**config.mk**
```make
export PLATFORM = sky130hd
export DESIGN_NAME = sub64_byte_serial
export DESIGN_NICKNAME = d
export VERILOG_FILES = /design/src/rtl/sub64_byte_serial.sv
export SDC_FILE = /design/constraint.sdc
export NUM_CORES = 1
export LEC_CHECK = 0
export CELL_PAD_IN_SITES_DETAIL_PLACEMENT = 1
export CELL_PAD_IN_SITES_GLOBAL_PLACEMENT = 2
export CORE_ASPECT_RATIO = 0.75
export CORE_UTILIZATION = 33
export CTS_CLUSTER_DIAMETER = 80
export DETAILED_ROUTE_END_ITERATION = 16
export PLACE_DENSITY_LB_ADDON = 0.1
export SLEW_MARGIN = 40
export SYNTH_ARGS = -nofsm -noshare
export SYNTH_HDL_FRONTEND = slang
export SYNTH_SLANG_ARGS = --single-unit
```
**constraint.sdc**
```tcl
create_clock -name clk -period 4 [get_ports clk]
set_input_delay 0.4 -clock clk [delete_from_list [all_inputs] [get_ports clk]]
set_output_delay 0.4 -clock clk [all_outputs]
set_load 0.03 [all_outputs]
```
**src/rtl/sub64_byte_serial.sv**
```systemverilog
// sub64_byte_serial: multi-cycle unsigned subtractor, diff = a - b - bin.
// One BLK-bit block is resolved per clock through a registered borrow chain
// (per-block borrow generate/propagate), trading throughput for area.
// Optional build macro: SUB64_SATURATE_EN (unsigned floor at zero on borrow-out).
module sub64_byte_serial #(
    parameter int WIDTH = 64,
    parameter int BLK   = 8
) (
    input  logic             clk,
    input  logic             rst,
    input  logic             in_valid,
    output logic             in_ready,
    input  logic [WIDTH-1:0] a,
    input  logic [WIDTH-1:0] b,
    input  logic             bin,
    output logic             out_valid,
    input  logic             out_ready,
    output logic [WIDTH-1:0] diff,
    output logic             bout
);
    localparam int NBLK = WIDTH / BLK;
    localparam int IW   = (NBLK > 1) ? $clog2(NBLK) : 1;
    localparam logic [IW-1:0] LAST = IW'(NBLK - 1);

    if (WIDTH % BLK != 0) begin : g_width_check
        $error("sub64_byte_serial: WIDTH must be a multiple of BLK");
    end

    typedef enum logic [1:0] {IDLE, RUN, DONE} state_t;

    state_t           state, state_nxt;
    logic [IW-1:0]    idx;
    logic             borrow;
    logic [WIDTH-1:0] a_r, b_r, acc;
    logic [BLK-1:0]   a_blk, b_blk, d_blk;
    logic             g_blk, p_blk, borrow_nxt;
    logic [WIDTH-1:0] acc_nxt;
    logic [WIDTH-1:0] res_final;
    logic             accept, finish;

`ifdef SUB64_SATURATE_EN
    // Unsigned saturation: any borrow-out means the true result is negative,
    // which clamps to zero.
    function automatic logic [WIDTH-1:0] sat_floor(input logic [WIDTH-1:0] wrapped,
                                                   input logic             under);
        return under ? '0 : wrapped;
    endfunction
    assign res_final = sat_floor(acc_nxt, borrow_nxt);
`else
    assign res_final = acc_nxt;
`endif

    assign accept = (state == IDLE) && in_valid;
    assign finish = (state == RUN) && (idx == LAST);

    // State register
    always_ff @(posedge clk or posedge rst) begin
        if (rst) state <= IDLE;
        else     state <= state_nxt;
    end

    // Next-state and handshake outputs
    always_comb begin
        state_nxt = state;
        in_ready  = 1'b0;
        out_valid = 1'b0;
        case (state)
            IDLE: begin
                in_ready = 1'b1;
                if (in_valid) state_nxt = RUN;
            end
            RUN: begin
                if (idx == LAST) state_nxt = DONE;
            end
            DONE: begin
                out_valid = 1'b1;
                if (out_ready) state_nxt = IDLE;
            end
            default: state_nxt = IDLE;
        endcase
    end

    // Current block: borrow generate/propagate and wrapped block difference
    always_comb begin
        a_blk      = a_r[idx*BLK +: BLK];
        b_blk      = b_r[idx*BLK +: BLK];
        g_blk      = (a_blk < b_blk);
        p_blk      = (a_blk == b_blk);
        d_blk      = a_blk - b_blk - BLK'(borrow);
        borrow_nxt = g_blk | (p_blk & borrow);
        acc_nxt    = acc;
        acc_nxt[idx*BLK +: BLK] = d_blk;
    end

    // Block index, borrow chain and published result; diff/bout only change
    // on the final block so no partial result is ever visible
    always_ff @(posedge clk or posedge rst) begin
        if (rst) begin
            idx    <= '0;
            borrow <= 1'b0;
            diff   <= '0;
            bout   <= 1'b0;
        end else if (accept) begin
            idx    <= '0;
            borrow <= bin;
        end else if (state == RUN) begin
            borrow <= borrow_nxt;
            if (finish) begin
                idx  <= '0;
                diff <= res_final;
                bout <= borrow_nxt;
            end else begin
                idx <= idx + 1'b1;
            end
        end
    end

    // Operand capture and working accumulator (data only, no reset needed)
    always_ff @(posedge clk) begin
        if (accept) begin
            a_r <= a;
            b_r <= b;
        end
        if (state == RUN) acc <= acc_nxt;
    end

endmodule
```
==> results by group <==
Synth
  • Syn avg cell area: 14.3 sq um
  • Synth area leader: edfxtp_1
  • Top_reg_cell synth: edfxtp_1
  • Xor/xnor share of the synthesized area: 0.547%
  • Yosys top cell area share: 52.5%
  • Count leader, synth: edfxtp_1
  • Synthesized flop and latch total: 263
  • Ys async rst share: 27.0%
  • Compound-Gate Fraction of Synth Area: 6.62%
  • Post-synth top cells: edfxtp_1 (192), nand2_1 (148), dfrtp_1 (71), o21ai_0 (60), mux2_2 (35)
  • Yosys cell types: 41
  • Post-synthesis mux area share: 10.5%
  • Largest family of logic cells by synthesized area: multiplexers
  • Seq/Total Area, Yosys: 68.7%
  • Syn Inst Count: 765
  • Post-Syn Area: 11000 sq um
  • Yosys Warn Count: 0
  • Post-Syn Nets: 922
  • Adder-cell share of the synthesized area: 2.87%
  • Simple-gate portion of the synthesized area: 8.13%
  • Number of synthesized flops with an enable pin: 192
  • Top cells by area, synth: edfxtp_1 (53%), dfrtp_1 (16%), mux4_2 (6.6%)

Clock network
  • CTS sink cnt: 263
  • Hold buffers post-CTS: 0
  • Setup Fix Bufs, Post-CTS: 0
  • CTS tree: done
  • Htree depth: 1
  • Clock buffer depth: 3
  • Worst-Skew Late Latency: 0.56 ns
  • Clock root cell: clkbuf_16
  • Post-CTS resize count: 0
  • Clock transition at the registers of the reported paths: 0.06 ns
  • TritonCTS Buffers: 28

Routing
  • DRC: 0
  • Vias per cell: 4.72
  • Total wire length: 28900 um
  • First drt pass iteration count: 4
  • Final ANT Viol Nets: 0
  • Total number of vias: 6831
  • Routed WL per cell: 20.0 um
  • Initial drt markers: 427

Critical path
  • CP Launch Type: flip-flop
  • Worst path cell trace: buf_12, mux4_2, nand2_1, and2_1, inv_1, ha_1, inv_1, ha_1, a21oi_1, o21ai_0, a221o_1, a21oi_2, xnor2_1, buf_4, o21ai_0
  • Critical path buffer and inverter count: 4
  • Slowest CP cell: mux4_2
  • CP top delay family: compound AO/OA/AOI/OAI gates
  • Critical Path End Type: flip-flop
  • CP max FO: 23
  • Critical Path RT: 4.28 ns
  • Critical path arrival: 4.02 ns
  • Max incr delay on CP: 0.52 ns
  • Crit path kind: flip-flop to flip-flop

Finish
  • Ant diodes: 0
  • Share of cells above drive strength 1: 15.2%
  • Layout fillers: 3308
  • Final Instance Count excl. Fillers: 1447
  • Final net count: 1140
  • Reg area: 7540 sq um
  • P&R area growth vs syn: 33.4%
  • Core Util, Final: 45.0%
  • Combined area of the multi-input logic cells: 3160 sq um
  • Cell area after layout: 14600 sq um

Global routing
  • Number of global-route vias before repair: 7223
  • Initial antenna violation count: 1
  • First-pass GRT wire length: 44500 um
  • Largest net degree at the start of global routing: 77
  • GR Util All Layers: 17.4%
  • Total grt overflow: 0

Placement
  • Post-DP Area: 13600 sq um
  • Inst Count DP: 1395
  • GPL Wtd Cong: 0.765
  • Port bufs: 199
  • HPWL Detailed: 20200 um
  • Placement Setup Slack: 0.191 ns

Die
  • Core Box Area: 32500 sq um
  • Die X: 213 um
  • Die height: 160 um
  • Starting Density: 33.8%
  • Die area: 34000 sq um
  • I/O pin cnt: 200
  • Num rows: 57

STA
  • Period utilization: 93.5%
  • Final Hold Viols: 0
  • Max-slew headroom: 53.3%
  • Setup WS post-layout: 0.260 ns
  • FMAX: 0.267 GHz
  • Setup violations, final: 0
  • Fin crit period: 3.74 ns
  • Clock skew: 0.0328 ns
  • RSZ-0062 raised after global routing: no
  • Final setup TNS: 0 ns
  • Worst Max-Slew Pin Slew: 0.701 ns
  • Count of final max-slew check failures: 0

Power and ir drop
  • Max rail drop VDD: 0.000677 V
  • P_leak: 5.62 nW
  • Pwr/cell area: 1000 nW/um^2

Run status
  • Status: finished, final reports clean

Hold path
  • HP Class: input pin to async pin

Flow run
  • Maxcap violations: 0
-- registers in the layout (all words and copies together) (netlist names) --
register  flops
acc          64
diff         64
bout          1
state         2
borrow        1
a_r          64
b_r          64
idx           3
-- cells by family (layout without fill, tap and decap cells) --
logic type / Yosys count / count (layout)
flip-flops: 263 / 263
AND/OR/NAND/NOR: 209 / 209
AO/OA/AOI/OAI: 120 / 120
buffers and inverters: 72 / 312
multiplexers: 71 / 71
adder cells (fa/ha/maj): 24 / 24
XOR/XNOR: 6 / 6
-- metal layers --
| metal | up-vias | wire, um | track usage (%) |
|---|---|---|---|
| li1 | 3240 | - | - |
| met1 | 3415 | 15200 | 27.4 |
| met2 | 147 | 12100 | 24.8 |
| met3 | 29 | 1200 | 3.66 |
| met4 | 0 | 408 | 2.78 |
| met5 | - | 0 | 0 |
-- path summary, 6_finish.rpt --
kind	start	depth (start not counted)	endpoint	slack, ns
max	idx[0]	15	acc[23]	0.26
min	rst	2	diff[49]	0.21
max reg2reg	idx[0]	15	acc[23]	0.26
min reg2reg	diff[60]	2	diff[60]	0.48
max in group asynchronous	rst	3	idx[1]	3.06
min in group clk	a[49]	1	a_r[49]	0.39
-- metrics by stage --
step	power [mW]	hold slack (ns)
finish	14.7	0.214
global route	15.6	0.245
CTS	14.9	0.225
detailed placement	12.0	0.467
global placement	11.9	0.463
floorplan	8.97	0.471
-- power breakdown --
group,internal (mW),switching [mW]
registers,4.13,0.373
logic,2.71,4.61
clock network,1.74,1.09
-- final cells by class --
cell class,count,share of cell area (%)
clock buffers,38,5.25
clock inverters,14,1.64
multi-input cells,430,21.6
well taps,442,3.78
flip-flops and latches,263,51.5
repair buffers,226,15.4
inverters,34,0.914
-- layout by cell type (no fill, tap or decap), types with 6 or more instances in the layout --
cell type,count
buf_4,22
dfrtp_1,69
ha_1,22
o21ai_0,60
nor2_1,12
mux4_2,32
inv_1,30
clkbuf_1,7
nand2_1,147
a21oi_1,17
and3_1,10
clkdlybuf4s50_1,199
bufinv_16,6
a22oi_1,10
nand3_1,10
edfxtp_1,192
mux2_2,35
and2_1,14
clkbuf_16,28
o31ai_1,20
Power figures use the tool's default switching activity.
